--- src/rtl/gpioemu_op_queue.sv ---
// Bus-programmed operand queue for the multiply/popcount engine; a push is visible on op_* one edge later, and a pop on the same edge keeps the level unchanged.
// Backpressure: op_ready low holds the head entry. A push into a full queue with no pop is dropped, and overflow latches until software writes STAT.
module gpioemu_op_queue #(
  parameter int DEPTH = 4,
  parameter logic [15:0] ADDR_A1 = 16'h03B0,
  parameter logic [15:0] ADDR_A2 = 16'h03B4,
  parameter logic [15:0] ADDR_PUSH = 16'h03B8,
  parameter logic [15:0] ADDR_STAT = 16'h03BC
) (
  input  logic        clk,
  input  logic        reset,
  input  logic [15:0] saddress,
  input  logic        swr,
  input  logic        srd,
  input  logic [31:0] sdata_in,
  output logic [31:0] sdata_out,
  output logic        op_valid,
  input  logic        op_ready,
  output logic [23:0] op_a1,
  output logic [23:0] op_a2,
  output logic [7:0]  fifo_level,
  output logic        overflow
);

  localparam int AW = (DEPTH > 1) ? $clog2(DEPTH) : 1;

  typedef struct packed {
    logic [23:0] a1;
    logic [23:0] a2;
  } op_t;

  op_t         mem [DEPTH];
  logic [AW-1:0] wptr, rptr;
  logic [7:0]  level;
  logic [23:0] stage_a1, stage_a2;

  logic full, empty, pop, push_cmd, push_ok, push_drop, stat_clr;
  logic unused_sdata_hi;

  assign unused_sdata_hi = ^sdata_in[31:24];

  assign full      = (level == 8'(DEPTH));
  assign empty     = (level == 8'd0);
  assign pop       = op_valid && op_ready;
  assign push_cmd  = swr && (saddress == ADDR_PUSH);
  // A full queue still accepts a push when the head leaves on the same edge.
  assign push_ok   = push_cmd && (!full || pop);
  assign push_drop = push_cmd && full && !pop;
  assign stat_clr  = swr && (saddress == ADDR_STAT);

  assign op_valid   = !empty;
  assign op_a1      = mem[rptr].a1;
  assign op_a2      = mem[rptr].a2;
  assign fifo_level = level;

  always_ff @(posedge clk) begin
    if (reset) begin
      wptr      <= '0;
      rptr      <= '0;
      level     <= 8'd0;
      overflow  <= 1'b0;
      stage_a1  <= 24'd0;
      stage_a2  <= 24'd0;
      sdata_out <= 32'd0;
      for (int i = 0; i < DEPTH; i++) mem[i] <= '0;
    end else begin
      if (swr && saddress == ADDR_A1) stage_a1 <= sdata_in[23:0];
      if (swr && saddress == ADDR_A2) stage_a2 <= sdata_in[23:0];

      if (push_ok) begin
        mem[wptr] <= '{a1: stage_a1, a2: stage_a2};
        wptr      <= wptr + AW'(1);
      end
      if (pop) rptr <= rptr + AW'(1);

      case ({push_ok, pop})
        2'b10:   level <= level + 8'd1;
        2'b01:   level <= level - 8'd1;
        default: level <= level;
      endcase

      // A dropped push takes priority over a simultaneous clear.
      if (push_drop)     overflow <= 1'b1;
      else if (stat_clr) overflow <= 1'b0;

      if (srd) begin
        case (saddress)
          ADDR_STAT: sdata_out <= {21'h0, overflow, full, empty, level};
          ADDR_A1:   sdata_out <= {8'h0, stage_a1};
          ADDR_A2:   sdata_out <= {8'h0, stage_a2};
          default:   sdata_out <= 32'h0;
        endcase
      end
    end
  end

endmodule

--- config.mk ---
export PLATFORM = sky130hd
export DESIGN_NAME = gpioemu_op_queue
export DESIGN_NICKNAME = d
export VERILOG_FILES = /design/src/rtl/gpioemu_op_queue.sv
export SDC_FILE = /design/constraint.sdc
export NUM_CORES = 1
export LEC_CHECK = 0
export ABC_AREA = 1
export CAP_MARGIN = 25
export CORE_MARGIN = 5
export CORE_UTILIZATION = 50
export DETAILED_ROUTE_END_ITERATION = 7
export GPL_TIMING_DRIVEN = 0
export HOLD_SLACK_MARGIN = 0.02
export PLACE_DENSITY = 0.84
export SETUP_SLACK_MARGIN = 0.15
export SLEW_MARGIN = 25
export SYNTH_ARGS = -nofsm -noshare
export SYNTH_HDL_FRONTEND = slang
export SYNTH_SLANG_ARGS = --single-unit
--- constraint.sdc ---
create_clock -name clk -period 13.9 [get_ports clk]
set_clock_uncertainty 0.1 [all_clocks]
set_input_delay 2.78 -clock clk [delete_from_list [all_inputs] [get_ports clk]]
set_output_delay 2.78 -clock clk [all_outputs]
set_load 0.005 [all_outputs]
Word-level counts from Yosys, hierarchy flattened:

Memories as Yosys holds them, arrays and structs flattened. A register that Yosys moved wholly into a read port is not among the register bits.
Index checks and enable logic that the tools add are counted.

* add/subtract/negate cells: 4
* multiply operators: 0
* div/mod/pow operators: 0
* order comparisons: 0
* eq/ne operators: 7
* shifts and indexed selects: 0
* mux-type cells: 14
* bitwise operators: 0
* reductions and logical operators: 16

Operators with widths (count)
* $pmux 24 s3: 1
* $eq 16x10->1 const B: 4
* $mux 48: 1
* $reduce_or 48->1: 1
* $pmux 8 s2: 1
* $add 8x1->8 const B: 1
* $eq 8x3->1 const B: 1
* $logic_and 1x1->1: 8
* $logic_not 8->1: 1
* $mux 1: 8
* $sub 8x1->8 const B: 1
* $mux 2: 3
* $add 2x1->2 const B: 2
* $reduce_bool 2->1: 2
* $logic_not 1->1: 3
* $eq 2x1->1 const B: 1
* $eq 2x2->1 const B: 1
* $logic_or 1x1->1: 1

* bits in registers: 93
* bits in latches: 0
* RAM bits: 192
* bits in read-only memories: 0
* output and inout port bits: 90
* memories kept: 1

Memory list
* mem: words 4, bits a word 48, rd ports 1, clocked after memory_dff 1, wr ports 4, RTL line 32 `op_t mem [DEPTH];`

Logic depth before layout (Yosys ltp):

Gate-level depths: netlist of the first run.

* word-level depth: 10
* gate-level depth with buffers: 20
* mapped depth without buffers: 19

Worst setup path before layout of the first run:

No wires, ideal clock.

* path type: input -> register
* start point: input saddress[15]
* end point: memory mem[3][0] (netlist name) (enable)
* arrival time: 7.009 ns
* data required time: 13.275 ns
* path slack: 6.265 ns
* stages: 7
* cells stage by stage: nor2_1 > nand2_1 > nor2_4 > nand2_2 > nor2_4 > nand2_1 > o31ai_1

RTL lines
* start: declaration: RTL line 12 `input logic [15:0] saddress,`
* end: declaration: RTL line 32

==> flow_summary.ini, run 1 <==
[outcome]
status = completed

[global_routing]
grt_max_degree = 35
grt_pass1_wl_mm = 55.8
grt_pass1_vias = 10082
grt_usage_pct = 25.1
gr-total-overflow = 0
grt-busiest-layer = met2
gr-usage-met2_pct = 41.0
grt_util_met1_pct = 32.0
use_met3_pct = 5.12
antenna_found_initial = 0

[detailed_routing]
via_count = 10272
first_iter_violations = 1257
drc = 0
viasPerCell = 5.77
drtAntennaViolNets = 0
wirelength_mm = 35.8
first_pass_iters = 5
routedWlPerCell_um = 20.1

[yosys]
yosysMostFrequentCell = nor2_1
synth_area_per_cell_um2 = 9.63
ys_types = 33
synth_xor_area_share_pct = 0.359
synthTopCellsByArea = edfxtp_1, dfxtp_1, o21ai_0
synth.ff_latch_count = 279
ys_top_cells_by_count = nor2_1, edfxtp_1, o21ai_0
yosysWarningCount = 0
syn-cell-area_um2 = 12200
synthArstFlopShare_pct = 0
synth_enable_flop_cells = 192
synth_top_area_share_pct = 47.3
ys_seq_area_share_pct = 61.6
synthSimpleGateAreaFrac_pct = 16.8
muxShareOfSynthArea_pct = 0
synth_area_leader_cell = edfxtp_1
synth_top_family_by_area = simple AND/OR/NAND/NOR gates
synthFlopType = edfxtp_1
synth_fa_ha_area_share_pct = 0.781
synth-compound-area-share_pct = 13.2
syn_inst = 1265

[worst_setup_path]
cpMostUsedCell = clkbuf_1
r2r_start = fifo_level[5]$_SDFFE_PP0P_
path_buf_inv = 5
worst_r2r_path_depth = 18
crit_path_end_kind = output port
critPathMaxStageDelay_ns = 0.57
path_cells = clkbuf_1 -> inv_1 -> clkbuf_1 -> clkbuf_1 -> nor2_1 -> o22ai_1 -> clkdlybuf4s50_1
critPathTopFamily = buffers and inverters
r2r-end = fifo_level[7]$_SDFFE_PP0P_
critical_path_arrival_ns = 3.19
cp_slowest_cell = clkdlybuf4s50_1
worst_setup_path_start_kind = flip-flop
critPathMaxFanout = 10
r2r_slack_ns = 10.67
critical_path_required_ns = 11.02
timing_worst_setup_path_type = reg2out

[worst_hold_path]
hold_end = sdata_out[10]$_SDFFE_PP0P_
hp-class = reg2reg
hold_depth = 2
min_from = sdata_out[10]$_SDFFE_PP0P_

[clock_network]
clock_path_buffers = 3
postCtsSetupRepairBufs = 0
hold_buffers = 0
path_clk_slew_ns = 0.07
postCtsResizedCells = 0
ctsRootBufferMaster = clkbuf_16
cts_tree = built
numCtsBuffers = 26
clk_latency_ns = 0.54
cts_num_sinks = 279
htree_num_levels = 1

[layout]
area_delta_synth_final_pct = 21.9
final_util_pct = 61.4
layout-drive-gt1-share_pct = 7.70
fin_nets = 1494
fill_cells = 1873

[sta]
min_period_ns = 6.07
max_slew.worst_pin.slew_ns = 0.927
hold_viol = 0
fin_crit_sh_pct = 43.6
setup_tns_ns = 0
grt_setup_unrepaired = false
postLayoutSetupSlackWorst_ns = 7.83
setup_viol = 0
fmax_ghz = 0.165
report.final.slew_viol_count = 0
maxSlewHeadroom_pct = 38.2

[floorplanning]
die_y_um = 166
core_um2 = 24200
rows = 57
initial_core_util_pct = 50.4
dieArea_um2 = 27600
io_pins = 143
die_x_um = 166

[placed_design]
port_buffers = 125
dp_hpwl_mm = 25.3
dp_slack_ns = 8.11
gp_congestion = 0.919

[job]
drv_cap = 0

[power_and_ir_drop]
leakage_nw = 5.14
power.density_nw_per_um2 = 145
max-vdd-ir-drop_v = 0.0000760
## final cells by class
cell class,instances,area (um2),area share [%]
Antenna cell,1,2.50,0.0168
Buffer,100,500,3.37
Clock buffer,37,712,4.79
Clock inverter,11,56.3,0.379
Inverter,101,379,2.55
Multi-Input combinational cell,792,3870,26.0
Sequential cell,279,7510,50.5
Tap cell,324,405,2.73
Timing Repair Buffer,134,1430,9.60
## worst max-delay path by stage
stage / from / to / cells after the start
2_1_floorplan: saddress[15] / mem[3][0]$_DFFE_PP_ / 7
3_3_place_gp: saddress[7] / mem[3][34]$_DFFE_PP_ / 9
3_5_place_dp: saddress[7] / fifo_level[7]$_SDFFE_PP0P_ / 18
4_1_cts: flip-flop / op_a2[7] / 7
5_1_grt: flip-flop / op_a2[7] / 7
6_report: flip-flop / op_a2[7] / 7
## state kept, by name, indices dropped and copies added (netlist names), named ones only
signal and count:
mem 192, sdata_out 24, stage_a1 24, stage_a2 24, fifo_level 8, rptr 2
wptr 2, overflow 1
## stage by stage
step | total power, mW | hold WS, ns | std cells | area, um2
global route | 2.25 | 0.389 | 1778 | 14900
CTS | 2.16 | 0.375 | 1778 | 14900
detailed placement | 1.51 | 0.360 | 1730 | 14100
floorplan | 1.23 | 0.336 | 1272 | 12200
global placement | 1.49 | 0.352 | 1721 | 13900
finish | 2.16 | 0.371 | 1779 | 14900
## report_power, final
group	leakage, nW	switching, mW	internal [mW]	total (mW)
Clock	0.373	0.300	0.356	0.656
Sequential	2.68	0.0241	0.916	0.940
Combinational	2.08	0.315	0.250	0.565
## layout by cell type, fill, tap and decap left out, types with 2 or more instances in the layout
cell type and n:
nor2_1 203, edfxtp_1 192, o21ai_0 151, clkdlybuf4s50_1 125, nand2_1 116, inv_1 100, nor3_1 88, dfxtp_1 87
a21oi_1 86, clkbuf_1 67, o22ai_1 62, clkbuf_16 26, nand3_1 25, buf_2 22, buf_6 13, nor2_2 11
nor3_2 10, buf_4 8, conb_1 8, clkinv_1 8, ha_1 6, nand4_1 4, buf_16 4, nor2_4 3
buf_1 3, xnor2_1 3, nand2_2 2, nand3_2 2, o21ai_4 2, xor2_1 2, clkbuf_8 2, clkinv_2 2
## cells by family (layout without fill, tap and decap cells)
logic type               after synthesis  after routing
AND/OR/NAND/NOR                      467            467
AO/OA/AOI/OAI                        305            305
flip-flops                           279            279
buffers and inverters                201            383
adder cells (fa/ha/maj)                7              7
XOR/XNOR                               5              5
other                                  1              9
## metal layers
layer	wire length (um)	share of wire [%]	vias to the layer above
met5	0	0	-
met4	1930	5.4	0
met3	4050	11	121
met2	16700	47	705
met1	13000	36	4770
li1	-	-	4676
## worst register-to-register path, delay by kind of cell, from the launching register on
family | cells | cell delay [ns]
flops | 1 | 0.38
fa+ha+maj | 1 | 0.36
compound gates | 1 | 0.40
simple gates | 11 | 1.24
buf+inv | 5 | 0.66
Power figures use the tool's default switching activity.
==> inputs of run 2 (changes only) <==
clock period = 5.8 ns   (was 13.9 ns; I/O delays follow)
==> run 2 against run 1 <==
  * Sequential share of layout area hardly changed
  * Hold slack gained 0.00052 ns
  * Global-route usage down 0.44 points
  * Register-to-register slack worse by 8.2 ns
  * Core utilization grew 0.052 points
  * Clock power increased by 150%
  * Non-clock buffer count rose by 1
  * Sequential power up 140%
  * Sequential cell count unchanged
  * Combinational power grew 140%
==> flow_summary.ini, run 2 (synthesized netlist as in run 1, its figures left out) <==
[worst_setup_path]
cpMostUsedCell = clkbuf_1
worst_setup_path_start_kind = flip-flop
timing_worst_setup_path_type = reg2out
path_cells = clkbuf_1 -> inv_1 -> clkbuf_1 -> clkbuf_1 -> nor2_1 -> o22ai_1 -> clkdlybuf4s50_1
worst_r2r_path_depth = 18
cp_slowest_cell = clkdlybuf4s50_1
crit_path_end_kind = output port
critPathMaxStageDelay_ns = 0.58
critPathMaxFanout = 10
critical_path_required_ns = 4.54
critical_path_arrival_ns = 3.28

[layout]
diodes = 0
fin_nets = 1495
top_register = mem
stdcell_count = 1777
final_util_pct = 61.5
final_cell_mix = nor2_1, edfxtp_1, o21ai_0
final_common_cell = nor2_1
area_delta_synth_final_pct = 22.0
layout-drive-gt1-share_pct = 8.47
stdcell_area_um2 = 14900
largest_reg_flops = 192

[global_routing]
grt_pass1_vias = 10154
gr-total-overflow = 0
grt_max_degree = 37
grt_pass1_wl_mm = 54.8
antenna_found_initial = 1
grt_usage_pct = 24.6

[placed_design]
gp_congestion = 0.924
port_buffers = 125
placed_cells = 1731
dpl_cell_area_um2 = 14100
dp_hpwl_mm = 24.9
dp_slack_ns = 1.67

[floorplanning]
die_x_um = 166
io_pins = 143
core_um2 = 24200
rows = 57
initial_core_util_pct = 50.4
die_y_um = 166
dieArea_um2 = 27600

[sta]
min_period_ns = 4.54
hold_viol = 0
grt_setup_unrepaired = false
fin_crit_sh_pct = 78.4
report.final.slew_viol_count = 0
setup_viol = 0
maxSlewHeadroom_pct = 40.1
max_slew.worst_pin.slew_ns = 0.899
fmax_ghz = 0.220
postLayoutSetupSlackWorst_ns = 1.26

[power_and_ir_drop]
max-vdd-ir-drop_v = 0.000230
power.density_nw_per_um2 = 351
seq_power_share_pct = 43.2
switchingPower_mw = 1.54
intPower_mw = 3.68
clockPowerShare_pct = 30.9
p_sw_share_pct = 29.5
leakage_nw = 5.17
power_frac_comb_pct = 25.9

[clock_network]
postCtsResizedCells = 0
cts_tree = built
htree_num_levels = 1
clk_latency_ns = 0.53
hold_buffers = 0
path_clk_slew_ns = 0.06
numCtsBuffers = 26
cts_num_sinks = 279
clock_path_buffers = 3
postCtsSetupRepairBufs = 0
ctsRootBufferMaster = clkbuf_16

[detailed_routing]
via_count = 10339
drc = 0
wirelength_mm = 35.4
first_pass_iters = 6
viasPerCell = 5.82
drtAntennaViolNets = 0
routedWlPerCell_um = 19.9
first_iter_violations = 1186

[worst_hold_path]
hp-class = reg2reg
hold_depth = 2

[job]
drv_cap = 0

[outcome]
status = completed
-- run 2: cell types whose count changed in the layout (fill, tap and decap cells not counted), sizes merged --
cell,before,now
diode,1,0
inv,101,102
clkinv,11,8
buf,51,52
-- run 2: worst max-delay path: cells and delay by family (launching register included) --
| kind | cells | cell delay (ns) |
|---|---|---|
| and+or+nand+nor | 1 | 0.10 |
| AOI/OAI and AO/OA | 1 | 0.33 |
| buffers and inverters | 5 | 2.01 |
| DFF | 1 | 0.31 |
-- run 2: path summary, 6_finish.rpt --
kind | startpoint | end | slack (ns)
min reg2reg | sdata_out[22]$_SDFFE_PP0P_ | sdata_out[22]$_SDFFE_PP0P_ | 0.37
min | sdata_out[22]$_SDFFE_PP0P_ | sdata_out[22]$_SDFFE_PP0P_ | 0.37
max reg2reg | fifo_level[5]$_SDFFE_PP0P_ | fifo_level[7]$_SDFFE_PP0P_ | 2.51
max | flip-flop | op_a2[7] | 1.26
-- run 2: power groups by stage --
| stage | logic [mW] | clock network [mW] | registers [mW] |
|---|---|---|---|
| floorplan | 0.675 | 0 | 2.28 |
| global placement | 1.28 | 0 | 2.30 |
| detailed placement | 1.33 | 0 | 2.29 |
| CTS | 1.34 | 1.61 | 2.25 |
| global route | 1.46 | 1.70 | 2.26 |
| finish | 1.35 | 1.61 | 2.25 |
-- run 2: per-layer routing --
metal  vias up  track usage (%)  routed length (um)
met1      4834             31.3               12800
li1       4694                -                   -
met4         2             10.3                1580
met3       110             5.40                4090
met2       699             41.1               16900
met5         -                0                  13
-- run 2: stage by stage --
step                total power [mW]  setup TNS (ns)  hold WS (ns)
floorplan                       2.95           -4.02         0.336
global placement                3.58         -263.09         0.354
detailed placement              3.62               0         0.360
CTS                             5.20               0         0.372
global route                    5.42               0         0.391
finish                          5.22               0         0.372
-- run 2: area by class of cell --
| class | instances | area (um2) |
|---|---|---|
| inverter | 101 | 379 |
| clock inverter | 9 | 53.8 |
| timing repair buffer | 135 | 1420 |
| sequential | 279 | 7510 |
| multi-input combinational | 792 | 3870 |
| buffer | 100 | 500 |
| tap | 324 | 405 |
| clock buffer | 37 | 739 |
| fill | 1825 | 9310 |
